==> config.mk <==
export PLATFORM = sky130hd
export DESIGN_NAME = vec_instr_decode_stage
export DESIGN_NICKNAME = d
export VERILOG_FILES = /design/src/rtl/vec_instr_decode_stage.sv
export SDC_FILE = /design/constraint.sdc
export NUM_CORES = 1
export LEC_CHECK = 0
export BUFFER_PORTS_ARGS = -buffer_cell sky130_fd_sc_hd__buf_2
export CORE_MARGIN = 5
export CORE_UTILIZATION = 55
export DETAILED_ROUTE_END_ITERATION = 10
export HOLD_SLACK_MARGIN = 0.02
export PLACE_DENSITY = 0.81
export SETUP_SLACK_MARGIN = 0.1
export SYNTH_ARGS = -nofsm -noshare
export SYNTH_HDL_FRONTEND = slang
export SYNTH_SLANG_ARGS = --single-unit
==> constraint.sdc <==
create_clock -name clk -period 4.12 [get_ports clk]
set_input_delay 0.206 -clock clk [delete_from_list [all_inputs] [get_ports clk]]
set_output_delay 0.206 -clock clk [all_outputs]
set_load 0.02 [all_outputs]
==> src/rtl/vec_instr_decode_stage.sv <==
// Registered, handshaked decode stage for the vector ASIP front end.
// Owns the scalar loop state (I, J, N) and emits one decode packet per accepted instruction.
module vec_instr_decode_stage #(
   parameter int INSTR_W = 32,
   parameter int IMM_W   = 24,
   parameter int IDX_W   = 16
) (
   input  logic               clk,
   input  logic               rst_n,
   input  logic               in_valid,
   output logic               in_ready,
   input  logic [INSTR_W-1:0] instr,
   output logic               out_valid,
   input  logic               out_ready,
   output logic [1:0]         sca_reg_op,
   output logic [1:0]         vec_op,
   output logic [IMM_W-1:0]   imm,
   output logic [IDX_W-1:0]   idx_i,
   output logic [IDX_W-1:0]   idx_j,
   output logic [IDX_W-1:0]   idx_n,
   output logic               wrap,
   output logic               illegal,
   output logic               err_sticky
);

   typedef enum logic [3:0] {
      OP_INCRI = 4'd0,
      OP_INCRJ = 4'd1,
      OP_SETN  = 4'd2,
      OP_SUMFV = 4'd3,
      OP_MULFV = 4'd4,
      OP_NOP   = 4'd5
   } opcode_e;

   localparam logic [1:0] SCA_INCRI = 2'b00;
   localparam logic [1:0] SCA_INCRJ = 2'b01;
   localparam logic [1:0] SCA_SETN  = 2'b10;
   localparam logic [1:0] SCA_NONE  = 2'b11;
   localparam logic [1:0] VEC_NONE  = 2'b00;
   localparam logic [1:0] VEC_SUMFV = 2'b01;
   localparam logic [1:0] VEC_MULFV = 2'b10;

   logic               out_valid_q, out_valid_d;
   logic [1:0]         sca_q, sca_d;
   logic [1:0]         vec_q, vec_d;
   logic [IMM_W-1:0]   imm_q, imm_d;
   logic               wrap_q, wrap_d;
   logic               illegal_q, illegal_d;
   logic               err_q, err_d;
   logic [IDX_W-1:0]   i_q, i_d;
   logic [IDX_W-1:0]   j_q, j_d;
   logic [IDX_W-1:0]   n_q, n_d;

   logic [3:0]         opcode;
   logic               accept;
   logic [IDX_W-1:0]   i_inc, j_inc, i_step, j_step;
   logic               unused_instr;

   assign opcode       = instr[INSTR_W-1 -: 4];
   assign unused_instr = ^instr;
   assign in_ready     = !out_valid_q || out_ready;
   assign accept       = in_valid && in_ready;

   // A bounded counter returns to 0 on reaching N; with N==0 it simply rolls over.
   assign i_inc  = i_q + IDX_W'(1);
   assign j_inc  = j_q + IDX_W'(1);
   assign i_step = (n_q != '0 && i_inc == n_q) ? '0 : i_inc;
   assign j_step = (n_q != '0 && j_inc == n_q) ? '0 : j_inc;

   // NOTE: every _d gets a default (hold) before the case, so no latch can be inferred.
   always_comb begin
      out_valid_d = out_valid_q;
      sca_d       = sca_q;
      vec_d       = vec_q;
      imm_d       = imm_q;
      wrap_d      = wrap_q;
      illegal_d   = illegal_q;
      err_d       = err_q;
      i_d         = i_q;
      j_d         = j_q;
      n_d         = n_q;
      if (accept) begin
         out_valid_d = 1'b1;
         sca_d       = SCA_NONE;
         vec_d       = VEC_NONE;
         imm_d       = '0;
         wrap_d      = 1'b0;
         illegal_d   = 1'b0;
         case (opcode)
            OP_INCRI: begin
               sca_d  = SCA_INCRI;
               i_d    = i_step;
               wrap_d = (i_step == '0);
            end
            OP_INCRJ: begin
               sca_d  = SCA_INCRJ;
               j_d    = j_step;
               wrap_d = (j_step == '0);
            end
            OP_SETN: begin
               sca_d = SCA_SETN;
               imm_d = instr[IMM_W-1:0];
               n_d   = instr[IDX_W-1:0];
               i_d   = '0;
               j_d   = '0;
            end
            OP_SUMFV: vec_d = VEC_SUMFV;
            OP_MULFV: vec_d = VEC_MULFV;
            OP_NOP:   ;
            default: begin
               illegal_d = 1'b1;
               err_d     = 1'b1;
            end
         endcase
      end else if (out_ready) begin
         out_valid_d = 1'b0;
      end
   end

   // NOTE: sequential state uses non-blocking assignments so all flops update from pre-edge values.
   always_ff @(posedge clk or negedge rst_n) begin
      if (!rst_n) begin
         out_valid_q <= 1'b0;
         sca_q       <= SCA_NONE;
         vec_q       <= VEC_NONE;
         imm_q       <= '0;
         wrap_q      <= 1'b0;
         illegal_q   <= 1'b0;
         err_q       <= 1'b0;
         i_q         <= '0;
         j_q         <= '0;
         n_q         <= '0;
      end else begin
         out_valid_q <= out_valid_d;
         sca_q       <= sca_d;
         vec_q       <= vec_d;
         imm_q       <= imm_d;
         wrap_q      <= wrap_d;
         illegal_q   <= illegal_d;
         err_q       <= err_d;
         i_q         <= i_d;
         j_q         <= j_d;
         n_q         <= n_d;
      end
   end

   assign out_valid  = out_valid_q;
   assign sca_reg_op = sca_q;
   assign vec_op     = vec_q;
   assign imm        = imm_q;
   assign idx_i      = i_q;
   assign idx_j      = j_q;
   assign idx_n      = n_q;
   assign wrap       = wrap_q;
   assign illegal    = illegal_q;
   assign err_sticky = err_q;

endmodule
Yosys cells after proc, flatten, opt, wreduce, memory -nomap -nowiden
Index checks and enable logic that the tools add are counted.
{ "totals": {"regBits": 80, "output_inout_bits": 81} }
{ "classes": {"n_mux": 11, "n_addsub": 2, "reduce_logical": 17, "bitwise": 1, "eq_ne": 7} }
{ "ops": {"columns": ["op", "count"], "rows": [
  ["case mux 16 bit (2 select lines)", 2],
  ["adder 16 x 1 -> 16 bit (second input constant)", 2],
  ["equality test 16 bit", 2],
  ["zero test 16 bit", 2],
  ["two-way mux 16 bit", 2],
  ["two-way mux 24 bit", 1],
  ["nonzero test 16 bit", 1],
  ["equality test 4 x 2 -> 1 bit (second input constant)", 2],
  ["equality test 4 x 3 -> 1 bit (second input constant)", 2],
  ["AND reduction 2 bit", 4],
  ["case mux 2 bit (3 select lines)", 1],
  ["nonzero test 2 bit", 3],
  ["OR reduction 6 bit", 1],
  ["equality test 4 x 1 -> 1 bit (second input constant)", 1],
  ["zero test 4 bit", 1],
  ["case mux 2 bit (2 select lines)", 1],
  ["logical AND 1 bit", 3],
  ["two-way mux 1 bit", 3],
  ["case mux 1 bit (2 select lines)", 1],
  ["zero test 1 bit", 1],
  ["logical OR 1 bit", 1],
  ["inverter 1 bit", 1]
]} }

Logic depth before layout (Yosys ltp)
Gate-level depths: netlist of the first run.
{ "depth": {"ltp_word": 6, "ltp_mapped": 11, "depth_no_buf": 9} }

Worst setup path after synthesis of the first run
OpenSTA, ideal clock, no wires.
{ "synth_path": {"path_kind": "register to register", "startpoint": "register j_q[0], in the netlist idx_j[0]", "endpoint": "register j_q[15], in the netlist idx_j[15]", "path_stages_with_launch": 12, "period_less_slack_ns": 3.183, "n_path_buf": 2, "arrival_time_ns": 3.064, "slack_ns": 0.937, "t_required_ns": 4.001, "path_cell_list": "dfrtp_1 > ha_1 > clkbuf_2 > nand2_2 > or4_4 > and3b_1 > a2111oi_2 > nand4_1 > or4_4 > o21ai_4 > buf_4 > nor2_1"} }
{ "synth_via": {"elab_chain_len": 5} }
{ "synth_lines": {"columns": ["item", "line_no", "rtl"], "rows": [
  ["start, declared", "51", "logic [IDX_W-1:0] j_q, j_d;"],
  ["start signal, assigned", "142", "j_q <= j_d;"],
  ["adder 16 x 1 -> 16 bit *", "66", "assign j_inc = j_q + IDX_W'(1);"],
  ["equality test 16 bit", "68", "assign j_step = (n_q != '0 && j_inc == n_q) ? '0 : j_inc;"],
  ["logical AND 1 bit", "68", null],
  ["two-way mux 16 bit *", "68", null],
  ["case mux 16 bit (2 select lines) *", "89", "case (opcode)"]
]} }
Mark *: on every way between the ends. The rest lies on a longest branch, timed or not.
A chain may end at the register's enable or synchronous reset.

Worst setup path in the final report of the first run
{ "layout_path": {"startpoint": "register j_q[0], in the netlist idx_j[0]", "endpoint": "register j_q[8], in the netlist idx_j[8]"} }
The elaborated chain is that of the path after synthesis.

==> results of run 1 <==
[critical path, cell delays in order, from the launching register on]
cell                        delay (ps)
sky130_fd_sc_hd__dfrtp_1           470
sky130_fd_sc_hd__ha_1              340
sky130_fd_sc_hd__nand2_2           180
sky130_fd_sc_hd__or4_4             560
sky130_fd_sc_hd__and3b_1           210
sky130_fd_sc_hd__a2111oi_2         350
sky130_fd_sc_hd__nand4_1           130
sky130_fd_sc_hd__or4_4             590
sky130_fd_sc_hd__o21ai_4           360
sky130_fd_sc_hd__nor2_1            100
[sequential cells by signal, indices dropped and copies added, names as in the netlist]
| register | cells |
|---|---|
| err_sticky | 1 |
| idx_i | 16 |
| idx_j | 16 |
| idx_n | 16 |
| illegal | 1 |
| imm | 24 |
| out_valid | 1 |
| sca_reg_op | 2 |
| vec_op | 2 |
| wrap | 1 |
[cell usage after synthesis, types with 5 or more instances]
library cell,number
sky130_fd_sc_hd__nand2_1,95
sky130_fd_sc_hd__dfrtp_1,78
sky130_fd_sc_hd__clkbuf_1,41
sky130_fd_sc_hd__nor2_1,41
sky130_fd_sc_hd__o21ai_0,31
sky130_fd_sc_hd__a22o_1,30
sky130_fd_sc_hd__xnor2_1,28
sky130_fd_sc_hd__nand3_1,23
sky130_fd_sc_hd__xor2_1,23
sky130_fd_sc_hd__nand4_1,17
sky130_fd_sc_hd__nor3_1,14
sky130_fd_sc_hd__a21oi_1,12
sky130_fd_sc_hd__nor4_1,12
sky130_fd_sc_hd__inv_1,11
sky130_fd_sc_hd__and3_1,8
sky130_fd_sc_hd__a211oi_1,7
sky130_fd_sc_hd__nand2b_1,7
sky130_fd_sc_hd__and4_1,6
sky130_fd_sc_hd__o2111ai_1,6
sky130_fd_sc_hd__nand3b_1,5
[per-layer routing]
metal / vias up / share of wire, % / global-route usage [%]
li1: 2332 / - / -
met1: 2375 / 44 / 38.0
met2: 284 / 44 / 38.8
met3: 38 / 9.8 / 5.53
met4: 0 / 2.9 / 8.58
met5: - / 0 / 0
[how the worst min path moves through the flow]
| stage | from | end | slack, ps | cells after the start |
|---|---|---|---|---|
| after floorplan | rst_n | err_sticky | -90 | 0 |
| after global placement | instr[5] | idx_n[5] | 420 | 3 |
| after detailed placement | instr[3] | idx_n[3] | 420 | 3 |
| after CTS | instr[7] | idx_n[7] | 40 | 3 |
| after global routing | instr[5] | idx_n[5] | 50 | 3 |
| final | rst_n | illegal | -4 | 1 |
[power by group]
| group | internal (mW) | leakage [nW] | switching [mW] |
|---|---|---|---|
| clock | 0.354 | 0.118 | 0.333 |
| sequential | 0.849 | 1.04 | 0.167 |
| combinational | 0.225 | 1.55 | 0.314 |
| total | 1.43 | 2.71 | 0.814 |
[logic make-up after synthesis]
| family | after synthesis | synth area share (%) |
|---|---|---|
| flops | 80 | 39.2 |
| compound gates | 137 | 19.8 |
| simple gates | 260 | 25.9 |
| xor+xnor | 51 | 8.74 |
| mux | 5 | 1.00 |
| fa+ha+maj | 2 | 0.489 |
| buf+inv | 60 | 4.80 |
[final cells by class]
class / instances / area, um^2
fillers: 780 / 3280
well taps: 111 / 139
repair buffers: 115 / 586
clock buffers: 9 / 124
clock inverters: 7 / 111
inverters: 11 / 41.3
multi-input cells: 455 / 2860
flip-flops and latches: 80 / 2000
[placed cells by master (no fill, tap or decap), types with 5 or more instances in the layout]
cell and instances:
sky130_fd_sc_hd__nand3_1 23, sky130_fd_sc_hd__xnor2_1 28, sky130_fd_sc_hd__nor3_1 14, sky130_fd_sc_hd__dfrtp_1 78, sky130_fd_sc_hd__a21oi_1 12, sky130_fd_sc_hd__a22o_1 30
sky130_fd_sc_hd__nor4_1 12, sky130_fd_sc_hd__xor2_1 23, sky130_fd_sc_hd__o2111ai_1 6, sky130_fd_sc_hd__and4_1 6, sky130_fd_sc_hd__inv_1 11, sky130_fd_sc_hd__clkbuf_8 9
sky130_fd_sc_hd__buf_2 111, sky130_fd_sc_hd__nand4_1 17, sky130_fd_sc_hd__nand2b_1 7, sky130_fd_sc_hd__nand3b_1 5, sky130_fd_sc_hd__nand2_1 95, sky130_fd_sc_hd__o21ai_0 31
sky130_fd_sc_hd__and3_1 8, sky130_fd_sc_hd__a211oi_1 7, sky130_fd_sc_hd__nor2_1 41
[stage by stage]
step | hold slack, ps | power, mW
CTS | 40.6 | 2.25
finish | -3.78 | 2.24
global route | 46.8 | 2.35
global placement | 419 | 1.55
detailed placement | 417 | 1.56
floorplan | -89.6 | 1.35
==> flow_results.xml, run 1 <==
<?xml version="1.0" encoding="UTF-8"?>
<metrics>
  <group name="place">
    <metric name="dpl_cell_area" unit="mm^2">0.00563</metric>
    <metric name="port_buffers" unit="">112</metric>
    <metric name="dpl.hpwl" unit="mm">10.5</metric>
    <metric name="detailedPlace.worstSlack" unit="ps">723</metric>
    <metric name="gp_routability_congestion" unit="">0.979</metric>
    <metric name="placed_cells" unit="">772</metric>
  </group>
  <group name="routing">
    <metric name="vias_per_cell" unit="">6.38</metric>
    <metric name="detail-route-antenna-nets" unit="">0</metric>
    <metric name="firstDrtPassIters" unit="">5</metric>
    <metric name="avgRoutedWirePerCell" unit="um">18.6</metric>
    <metric name="routed-via-count" unit="">5029</metric>
    <metric name="route.detailed.drc" unit="">0</metric>
    <metric name="routed_wirelength" unit="mm">14.7</metric>
    <metric name="drt-initial-drc-count" unit="">424</metric>
  </group>
  <group name="outcome">
    <metric name="violations" unit="">hold timing</metric>
    <metric name="status" unit="">finished with violations</metric>
  </group>
  <group name="timing">
    <metric name="remaining_max_slew_budget_at_the_tightest_pin" unit="%">24.7</metric>
    <metric name="fin_crit" unit="ps">3410</metric>
    <metric name="worst_clock_skew" unit="ps">11.8</metric>
    <metric name="grt_setup_unrepaired" unit="">false</metric>
    <metric name="hold_viol" unit="">1</metric>
    <metric name="finalCritPeriodShare" unit="%">82.7</metric>
    <metric name="timing_worst_slew_pin_value" unit="ps">1130</metric>
    <metric name="timing.final.ws_setup" unit="ps">711</metric>
    <metric name="fmax" unit="MHz">293</metric>
    <metric name="setup-violations-final" unit="">0</metric>
    <metric name="timing_max_transition_violations_final" unit="">0</metric>
    <metric name="fin_worst_hold_slack" unit="ps">-3.78</metric>
    <metric name="setup-tns-final" unit="ps">0</metric>
  </group>
  <group name="cts">
    <metric name="ctsHoldBuffers" unit="">0</metric>
    <metric name="postCtsSetupRepairBufs" unit="">0</metric>
    <metric name="cts.root.buffer_cell" unit="">sky130_fd_sc_hd__clkbuf_8</metric>
    <metric name="post_cts.resized_instances" unit="">0</metric>
    <metric name="tritoncts" unit="">done</metric>
    <metric name="max-clock-path-buffers" unit="">2</metric>
    <metric name="htree_levels" unit="">3</metric>
    <metric name="cts_buffers" unit="">9</metric>
    <metric name="clock_sinks" unit="">80</metric>
    <metric name="clock_latency" unit="ps">360</metric>
    <metric name="clkTransAtPathRegs" unit="ps">100</metric>
  </group>
  <group name="global_route">
    <metric name="maximum_number_of_pins_on_one_net_before_global_route_repair" unit="">81</metric>
    <metric name="vias_in_the_first_global_route" unit="">4568</metric>
    <metric name="grt-ovfl-total" unit="">0</metric>
    <metric name="grt_pass1_wl" unit="mm">23.7</metric>
    <metric name="groute.usage.overall" unit="%">26.1</metric>
    <metric name="antenna_found_initial" unit="">0</metric>
  </group>
  <group name="final_layout">
    <metric name="syn_to_final_growth" unit="%">14.8</metric>
    <metric name="final_design_area_no_fill" unit="mm^2">0.00587</metric>
    <metric name="antenna-diode-count" unit="">0</metric>
    <metric name="post_layout_nonfiller_instances" unit="">788</metric>
    <metric name="post_route_cells_drive_above_1_share" unit="%">21.9</metric>
    <metric name="finalCoreUtilization" unit="%">64.1</metric>
    <metric name="finish.net_count" unit="">710</metric>
  </group>
  <group name="floorplanning">
    <metric name="die-height" unit="um">106</metric>
    <metric name="fp.dieArea" unit="mm^2">0.0113</metric>
    <metric name="core" unit="mm^2">0.00915</metric>
    <metric name="row_count" unit="">35</metric>
    <metric name="initial_utilization" unit="%">55.9</metric>
    <metric name="io-pin-count" unit="">117</metric>
    <metric name="die_span_x" unit="um">106</metric>
  </group>
  <group name="setup_path">
    <metric name="r2r_setup_slack" unit="ps">710</metric>
    <metric name="timing.reg2reg.worst_path_depth" unit="">9</metric>
    <metric name="worstSetupEndpoint" unit="">idx_j[8]</metric>
    <metric name="arrival" unit="ps">3650</metric>
    <metric name="worst_setup_path_end_kind" unit="">register</metric>
    <metric name="timing.critical_path.from" unit="">idx_j[0]</metric>
    <metric name="worstSetupStartpointType" unit="">register</metric>
    <metric name="worstPathMaxFanout" unit="">13</metric>
    <metric name="crit-reg2reg-launch" unit="">idx_j[0]</metric>
    <metric name="r2r-end" unit="">idx_j[8]</metric>
    <metric name="timing.critical_path.required" unit="ps">4360</metric>
    <metric name="worstSetupPathType" unit="">register to register</metric>
  </group>
  <group name="logic_synthesis">
    <metric name="post_synth_num_cell_types" unit="">71</metric>
    <metric name="synth.yosys.seq_area_share" unit="%">39.2</metric>
    <metric name="synth_edf_count" unit="">0</metric>
    <metric name="syn_area_per_cell" unit="um^2">8.59</metric>
    <metric name="ys.flop_type" unit="">sky130_fd_sc_hd__dfrtp_1</metric>
    <metric name="netlist_area" unit="mm^2">0.00511</metric>
    <metric name="ys_async_sr_fraction" unit="%">100</metric>
    <metric name="ys.warnings.count" unit="">0</metric>
    <metric name="synth_top_area_share" unit="%">38.2</metric>
    <metric name="netlist_instances" unit="">595</metric>
    <metric name="synthTopCellsByArea" unit="">sky130_fd_sc_hd__dfrtp_1, sky130_fd_sc_hd__nand2_1, sky130_fd_sc_hd__a22o_1</metric>
    <metric name="synth_fp_nets" unit="">633</metric>
    <metric name="yosys.area.top_type" unit="">sky130_fd_sc_hd__dfrtp_1</metric>
    <metric name="synth_seq_cells" unit="">80</metric>
  </group>
  <group name="power">
    <metric name="p_leak" unit="nW">2.71</metric>
    <metric name="power_density" unit="mW/mm^2">382</metric>
    <metric name="vdd_drop_max" unit="mV">0.212</metric>
  </group>
  <group name="job">
    <metric name="maxCapViolations" unit="">0</metric>
  </group>
  <group name="worst_hold_path">
    <metric name="timing.hold.worst.class" unit="">primary input to asynchronous set/reset pin</metric>
  </group>
</metrics>
No activity file was read; power rests on OpenSTA's default activity.
==> run 2, diff against run 1 <==
--- a/config.mk
+++ b/config.mk
@@ -7,10 +7,10 @@
 export LEC_CHECK = 0
 export BUFFER_PORTS_ARGS = -buffer_cell sky130_fd_sc_hd__buf_2
 export CORE_MARGIN = 5
-export CORE_UTILIZATION = 55
+export CORE_UTILIZATION = 50
 export DETAILED_ROUTE_END_ITERATION = 10
 export HOLD_SLACK_MARGIN = 0.02
-export PLACE_DENSITY = 0.81
+export PLACE_DENSITY = 0.78
 export SETUP_SLACK_MARGIN = 0.1
 export SYNTH_ARGS = -nofsm -noshare
 export SYNTH_HDL_FRONTEND = slang
==> constraint.sdc (replaced) <==
create_clock -name clk -period 2.87 [get_ports clk]
set_input_delay 0.1435 -clock clk [delete_from_list [all_inputs] [get_ports clk]]
set_output_delay 0.1435 -clock clk [all_outputs]
set_load 0.02 [all_outputs]
==> run 2 against run 1 <==
  * Largest cell class unchanged
  * Clock power is 18% higher
  * Cell area is 16% higher
  * Highest routed layer unchanged
  * Largest power group unchanged
  * Sequential power is 29% higher
  * Combinational power is 110% higher
  * The run now ends clean
  * Via count is 7.4% higher
  * Global-route usage is 0.92 points higher
  * Register-to-register slack worse by 630 ps
  * First-iteration DRC count is 2.6% lower
  * Sequential share of layout area is 4.5 points lower
==> flow_results.xml, run 2 (same netlist as run 1, synthesis figures left out) <==
<?xml version="1.0" encoding="UTF-8"?>
<metrics>
  <group name="setup_path">
    <metric name="arrival" unit="ps">3050</metric>
    <metric name="r2r_setup_slack" unit="ps">80</metric>
    <metric name="path_delay_family" unit="">simple AND/OR/NAND/NOR gates</metric>
    <metric name="critical_path.slowest_cell" unit="">sky130_fd_sc_hd__or4_4</metric>
    <metric name="worstPathMaxFanout" unit="">13</metric>
    <metric name="worst_path_largest_cell_delay" unit="ps">470</metric>
    <metric name="worstSetupStartpointType" unit="">register</metric>
    <metric name="worstPathBufferInverterCount" unit="">1</metric>
    <metric name="timing.reg2reg.worst_path_depth" unit="">10</metric>
    <metric name="worst_setup_path_end_kind" unit="">register</metric>
    <metric name="critical_path_depth" unit="">10</metric>
    <metric name="cp_cell_sequence" unit="">ha_4 -&gt; xnor2_2 -&gt; xnor2_1 -&gt; or3b_1 -&gt; a2111oi_4 -&gt; nand4_1 -&gt; or4_4 -&gt; o21ai_4 -&gt; buf_12 -&gt; nor2_1</metric>
    <metric name="worstSetupPathType" unit="">register to register</metric>
    <metric name="timing.critical_path.required" unit="ps">3130</metric>
  </group>
  <group name="place">
    <metric name="port_buffers" unit="">112</metric>
    <metric name="dpl.hpwl" unit="mm">12.0</metric>
    <metric name="dpl_cell_area" unit="mm^2">0.00623</metric>
    <metric name="gp_routability_congestion" unit="">0.975</metric>
  </group>
  <group name="cts">
    <metric name="clkTransAtPathRegs" unit="ps">90</metric>
    <metric name="max-clock-path-buffers" unit="">2</metric>
    <metric name="clock_sinks" unit="">80</metric>
    <metric name="cts_buffers" unit="">9</metric>
    <metric name="htree_levels" unit="">3</metric>
    <metric name="tritoncts" unit="">done</metric>
    <metric name="cts.root.buffer_cell" unit="">sky130_fd_sc_hd__clkbuf_8</metric>
    <metric name="clock_latency" unit="ps">370</metric>
  </group>
  <group name="routing">
    <metric name="avgRoutedWirePerCell" unit="um">18.6</metric>
    <metric name="drt-initial-drc-count" unit="">413</metric>
    <metric name="vias_per_cell" unit="">5.95</metric>
    <metric name="route.detailed.drc" unit="">0</metric>
    <metric name="detail-route-antenna-nets" unit="">0</metric>
    <metric name="routed-via-count" unit="">5401</metric>
    <metric name="routed_wirelength" unit="mm">16.9</metric>
    <metric name="firstDrtPassIters" unit="">5</metric>
  </group>
  <group name="final_layout">
    <metric name="antenna-diode-count" unit="">0</metric>
    <metric name="final_common_cell" unit="">sky130_fd_sc_hd__buf_2</metric>
    <metric name="post_route_cells_drive_above_1_share" unit="%">31.3</metric>
    <metric name="finish.net_count" unit="">805</metric>
    <metric name="largest_register_ffs" unit="">24</metric>
    <metric name="layout_common_cells" unit="">sky130_fd_sc_hd__buf_2, sky130_fd_sc_hd__nand2_1, sky130_fd_sc_hd__dfrtp_1, sky130_fd_sc_hd__buf_4, sky130_fd_sc_hd__nor2_1</metric>
    <metric name="final_design_area_no_fill" unit="mm^2">0.00679</metric>
    <metric name="syn_to_final_growth" unit="%">32.9</metric>
  </group>
  <group name="power">
    <metric name="power" unit="mW">3.26</metric>
    <metric name="p_leak" unit="nW">3.17</metric>
    <metric name="power_density" unit="mW/mm^2">480</metric>
    <metric name="vdd_drop_max" unit="mV">0.355</metric>
  </group>
  <group name="timing">
    <metric name="fin_crit" unit="ps">2790</metric>
    <metric name="hold_viol" unit="">0</metric>
    <metric name="fmax" unit="MHz">358</metric>
    <metric name="finalCritPeriodShare" unit="%">97.2</metric>
    <metric name="grt_setup_unrepaired" unit="">true</metric>
    <metric name="worst_clock_skew" unit="ps">14.6</metric>
    <metric name="timing_max_transition_violations_final" unit="">0</metric>
    <metric name="setup-violations-final" unit="">0</metric>
    <metric name="timing_worst_slew_pin_value" unit="ps">1020</metric>
    <metric name="remaining_max_slew_budget_at_the_tightest_pin" unit="%">32.3</metric>
  </group>
  <group name="global_route">
    <metric name="antenna_found_initial" unit="">0</metric>
    <metric name="vias_in_the_first_global_route" unit="">5250</metric>
    <metric name="groute.usage.overall" unit="%">27.0</metric>
    <metric name="grt-ovfl-total" unit="">0</metric>
    <metric name="grt_pass1_wl" unit="mm">27.1</metric>
    <metric name="maximum_number_of_pins_on_one_net_before_global_route_repair" unit="">81</metric>
  </group>
  <group name="job">
    <metric name="maxCapViolations" unit="">0</metric>
  </group>
  <group name="floorplanning">
    <metric name="row_count" unit="">37</metric>
    <metric name="die-height" unit="um">111</metric>
    <metric name="initial_utilization" unit="%">50.4</metric>
    <metric name="fp.dieArea" unit="mm^2">0.0123</metric>
    <metric name="die_span_x" unit="um">111</metric>
    <metric name="io-pin-count" unit="">117</metric>
    <metric name="core" unit="mm^2">0.0101</metric>
  </group>
  <group name="worst_hold_path">
    <metric name="timing.hold.worst.class" unit="">primary input to register</metric>
    <metric name="hold_path_depth" unit="">2</metric>
  </group>
  <group name="outcome">
    <metric name="status" unit="">complete, no violations</metric>
  </group>
</metrics>
-- run 2: worst register-to-register path: stages, from the launching register on --
cell and delay (ps):
sky130_fd_sc_hd__dfrtp_2 440, sky130_fd_sc_hd__ha_4 200, sky130_fd_sc_hd__xnor2_2 150, sky130_fd_sc_hd__xnor2_1 120
sky130_fd_sc_hd__or3b_1 420, sky130_fd_sc_hd__a2111oi_4 350, sky130_fd_sc_hd__nand4_1 130, sky130_fd_sc_hd__or4_4 470
sky130_fd_sc_hd__o21ai_4 190, sky130_fd_sc_hd__buf_12 160, sky130_fd_sc_hd__nor2_1 60
-- run 2: cell type report --
cell class | instances | area (um^2)
clock buffer | 10 | 138
clock inverter | 6 | 50.0
fill | 830 | 3340
inverter | 11 | 41.3
multi-input combinational | 455 | 3000
sequential | 80 | 2010
tap | 136 | 170
timing repair buffer | 210 | 1380
-- run 2: worst paths after layout --
kind,start,end
max,idx_j[1],idx_j[2]
min,instr[14],imm[14]
max reg2reg,idx_j[1],idx_j[2]
min reg2reg,err_sticky,err_sticky
max in group asynchronous,rst_n,idx_j[6]
min in group asynchronous,rst_n,idx_j[10]
-- run 2: power breakdown --
group / switching, mW / internal (mW) / total (mW)
clock network: 0.458 / 0.350 / 0.808
logic: 0.668 / 0.463 / 1.13
registers: 0.0970 / 1.22 / 1.32
-- run 2: stage by stage --
| step | setup slack, ps | TNS (ps) | std cells | util (%) | hold WS (ps) |
|---|---|---|---|---|---|
| 2_1_floorplan | 3.44 | 0 | 595 | - | -152 |
| 3_3_place_gp | 110 | 0 | 859 | 61.4 | 359 |
| 3_5_place_dp | 52.1 | 0 | 859 | 61.4 | 358 |
| 4_1_cts | 112 | 0 | 904 | 66.2 | 21.6 |
| 5_1_grt | -27.8 | -170 | 908 | 67.0 | 39.2 |
| 6_report | 79.6 | 0 | 908 | 67.0 | 47.3 |
-- run 2: metal layers --
metal	track usage [%]	part of all wire (%)	wire (um)	up-vias
li1	-	-	-	2513
met1	36.3	42	7110	2556
met2	42.8	46	7850	294
met3	4.64	8.5	1440	38
met4	11.9	2.9	486	0
met5	0	0	0	-
-- run 2: timing repair --
action	CTS	global route
setup buffers	3	4
gates resized for setup	4	17
endpoints found under the hold margin	116	0
hold buffers	26	0
pin swaps	3	5
endpoints found under the setup margin	21	33
==> run 3, diff against run 2 <==
==> constraint.sdc (replaced) <==
create_clock -name clk -period 2.87 [get_ports clk]
set_input_delay 0 -clock clk [delete_from_list [all_inputs] [get_ports clk]]
set_output_delay 0 -clock clk [all_outputs]
set_load 0.02 [all_outputs]
==> run 3 against run 2 <==
  * Total power up 0.85%
  * Critical path depth did not move
  * Via count about the same
  * Core utilization rose by 0.69 points
  * Critical endpoint is now idx_j[5]
==> flow_results.xml, run 3 (same netlist as run 1, synthesis figures left out) <==
<?xml version="1.0" encoding="UTF-8"?>
<metrics>
  <group name="routing">
    <metric name="drt-initial-drc-count" unit="">360</metric>
    <metric name="detail-route-antenna-nets" unit="">0</metric>
    <metric name="vias_per_cell" unit="">5.92</metric>
    <metric name="routed_wirelength" unit="mm">17.0</metric>
    <metric name="route.detailed.drc" unit="">0</metric>
    <metric name="wl_met1" unit="mm">7.18</metric>
    <metric name="routed-via-count" unit="">5405</metric>
    <metric name="highest_layer" unit="">met4</metric>
    <metric name="dr_wl_met2" unit="mm">8.04</metric>
    <metric name="firstDrtPassIters" unit="">5</metric>
    <metric name="avgRoutedWirePerCell" unit="um">18.7</metric>
    <metric name="routed-wl-met3" unit="mm">1.38</metric>
  </group>
  <group name="timing">
    <metric name="setup-violations-final" unit="">0</metric>
    <metric name="timing_max_transition_violations_final" unit="">0</metric>
    <metric name="finalCritPeriodShare" unit="%">96.5</metric>
    <metric name="setup-tns-final" unit="ps">0</metric>
    <metric name="remaining_max_slew_budget_at_the_tightest_pin" unit="%">32.5</metric>
    <metric name="fmax" unit="MHz">361</metric>
    <metric name="timing_worst_slew_pin_value" unit="ps">1010</metric>
    <metric name="grt_setup_unrepaired" unit="">true</metric>
    <metric name="timing.final.ws_setup" unit="ps">99.1</metric>
    <metric name="hold_viol" unit="">0</metric>
    <metric name="worst_clock_skew" unit="ps">15.3</metric>
    <metric name="fin_crit" unit="ps">2770</metric>
  </group>
  <group name="cts">
    <metric name="clock_latency" unit="ps">370</metric>
    <metric name="cts_buffers" unit="">9</metric>
    <metric name="htree_levels" unit="">3</metric>
    <metric name="cts.root.buffer_cell" unit="">sky130_fd_sc_hd__clkbuf_8</metric>
    <metric name="tritoncts" unit="">done</metric>
    <metric name="clock_sinks" unit="">80</metric>
    <metric name="max-clock-path-buffers" unit="">2</metric>
    <metric name="clkTransAtPathRegs" unit="ps">90</metric>
  </group>
  <group name="setup_path">
    <metric name="crit-reg2reg-launch" unit="">idx_j[1]</metric>
    <metric name="r2r_setup_slack" unit="ps">100</metric>
    <metric name="worstPathMaxFanout" unit="">12</metric>
    <metric name="worstSetupStartpointType" unit="">register</metric>
    <metric name="timing.critical_path.required" unit="ps">3130</metric>
    <metric name="timing.reg2reg.worst_path_depth" unit="">10</metric>
    <metric name="worstSetupPathType" unit="">register to register</metric>
    <metric name="r2r-end" unit="">idx_j[5]</metric>
    <metric name="worst_setup_path_end_kind" unit="">register</metric>
    <metric name="arrival" unit="ps">3030</metric>
  </group>
  <group name="place">
    <metric name="port_buffers" unit="">112</metric>
    <metric name="dpl.hpwl" unit="mm">12.0</metric>
    <metric name="gp_routability_congestion" unit="">0.965</metric>
    <metric name="detailedPlace.worstSlack" unit="ps">43.4</metric>
  </group>
  <group name="job">
    <metric name="maxCapViolations" unit="">0</metric>
  </group>
  <group name="final_layout">
    <metric name="post_route_cells_drive_above_1_share" unit="%">32.0</metric>
    <metric name="finalCoreUtilization" unit="%">67.7</metric>
    <metric name="final_common_cell" unit="">sky130_fd_sc_hd__buf_2</metric>
    <metric name="seqCellArea" unit="mm^2">0.00202</metric>
    <metric name="antenna-diode-count" unit="">0</metric>
    <metric name="syn_to_final_growth" unit="%">34.3</metric>
    <metric name="number_of_fill_cells_in_the_layout" unit="">807</metric>
    <metric name="finish.net_count" unit="">810</metric>
    <metric name="largest_register_ffs" unit="">24</metric>
    <metric name="layout_common_cells" unit="">sky130_fd_sc_hd__buf_2, sky130_fd_sc_hd__nand2_1, sky130_fd_sc_hd__buf_4</metric>
    <metric name="multi_input_area" unit="mm^2">0.00302</metric>
  </group>
  <group name="global_route">
    <metric name="groute.usage.overall" unit="%">27.4</metric>
    <metric name="antenna_found_initial" unit="">0</metric>
    <metric name="grt_pass1_wl" unit="mm">27.6</metric>
    <metric name="maximum_number_of_pins_on_one_net_before_global_route_repair" unit="">81</metric>
    <metric name="grt-ovfl-total" unit="">0</metric>
    <metric name="vias_in_the_first_global_route" unit="">5359</metric>
  </group>
  <group name="floorplanning">
    <metric name="fp.dieArea" unit="mm^2">0.0123</metric>
    <metric name="die_span_x" unit="um">111</metric>
    <metric name="initial_utilization" unit="%">50.4</metric>
    <metric name="io-pin-count" unit="">117</metric>
    <metric name="die-height" unit="um">111</metric>
    <metric name="core" unit="mm^2">0.0101</metric>
    <metric name="row_count" unit="">37</metric>
  </group>
  <group name="worst_hold_path">
    <metric name="timing.hold.worst.class" unit="">primary input to register</metric>
    <metric name="worst_hold_startpoint" unit="">out_ready</metric>
    <metric name="min_delay_worst_endpoint" unit="">out_valid</metric>
    <metric name="hold_path_depth" unit="">3</metric>
  </group>
  <group name="power">
    <metric name="p_leak" unit="nW">3.19</metric>
    <metric name="vdd_drop_max" unit="mV">0.355</metric>
    <metric name="power_density" unit="mW/mm^2">479</metric>
  </group>
  <group name="outcome">
    <metric name="status" unit="">complete, no violations</metric>
  </group>
</metrics>
## run 3: worst max-delay path, cell delays in order, from the launching register on
cell,delay [ps]
sky130_fd_sc_hd__dfrtp_2,440
sky130_fd_sc_hd__ha_4,200
sky130_fd_sc_hd__xnor2_2,140
sky130_fd_sc_hd__xnor2_1,120
sky130_fd_sc_hd__or3b_1,420
sky130_fd_sc_hd__a2111oi_4,330
sky130_fd_sc_hd__nand4_1,120
sky130_fd_sc_hd__or4_4,470
sky130_fd_sc_hd__o21ai_4,200
sky130_fd_sc_hd__buf_12,170
sky130_fd_sc_hd__nor2_1,50
## run 3: cell type report
cell class,count,share of cell area (%)
Multi-Input combinational cell,455,43.9
Sequential cell,80,29.4
Timing Repair Buffer,215,20.9
Tap cell,136,2.48
Clock buffer,10,2.01
Clock inverter,6,0.693
Inverter,11,0.602
## run 3: per-layer routing
metal  vias up  global-route usage (%)
li1       2519                       -
met1      2613                    36.3
met2       230                    44.2
met3        43                    5.84
met4         0                    10.3
met5         -                       0
## run 3: worst max path at each step
stage	from	endpoint	slack, ps	cells past startpoint
finish	idx_j[1]	idx_j[5]	100	10
detailed placement	idx_j[2]	idx_j[14]	40	10
global route	idx_j[1]	idx_j[4]	-8	10
floorplan	idx_j[0]	idx_j[4]	3	10
global placement	idx_j[2]	idx_j[14]	120	9
CTS	idx_j[1]	idx_j[14]	90	10
## run 3: power by group
part | switching [mW] | internal [mW]
Combinational | 0.678 | 0.469
Sequential | 0.0965 | 1.22
Clock | 0.473 | 0.348
## run 3: what timing repair did
| action | 4_1_cts | 5_1_grt |
|---|---|---|
| buffers inserted | 2 | 3 |
| pin swaps | 1 | 5 |
| hold buffers | 31 | 0 |
| resized for setup | 1 | 26 |
| endpoints found under the setup margin | 20 | 33 |
| hold endpoints to repair | 125 | 0 |
| gates cloned | 0 | 0 |
## run 3: through the flow
step / cell area [um^2] / std cells / total power [mW] / hold slack [ps]
after global placement: 6240 / 861 / 2.38 / 212
after global routing: 6860 / 913 / 3.44 / 86.7
final: 6860 / 913 / 3.29 / 71.7
after floorplan: 5230 / 595 / 1.96 / -296
after detailed placement: 6240 / 861 / 2.40 / 215
after CTS: 6760 / 910 / 3.25 / 70.1
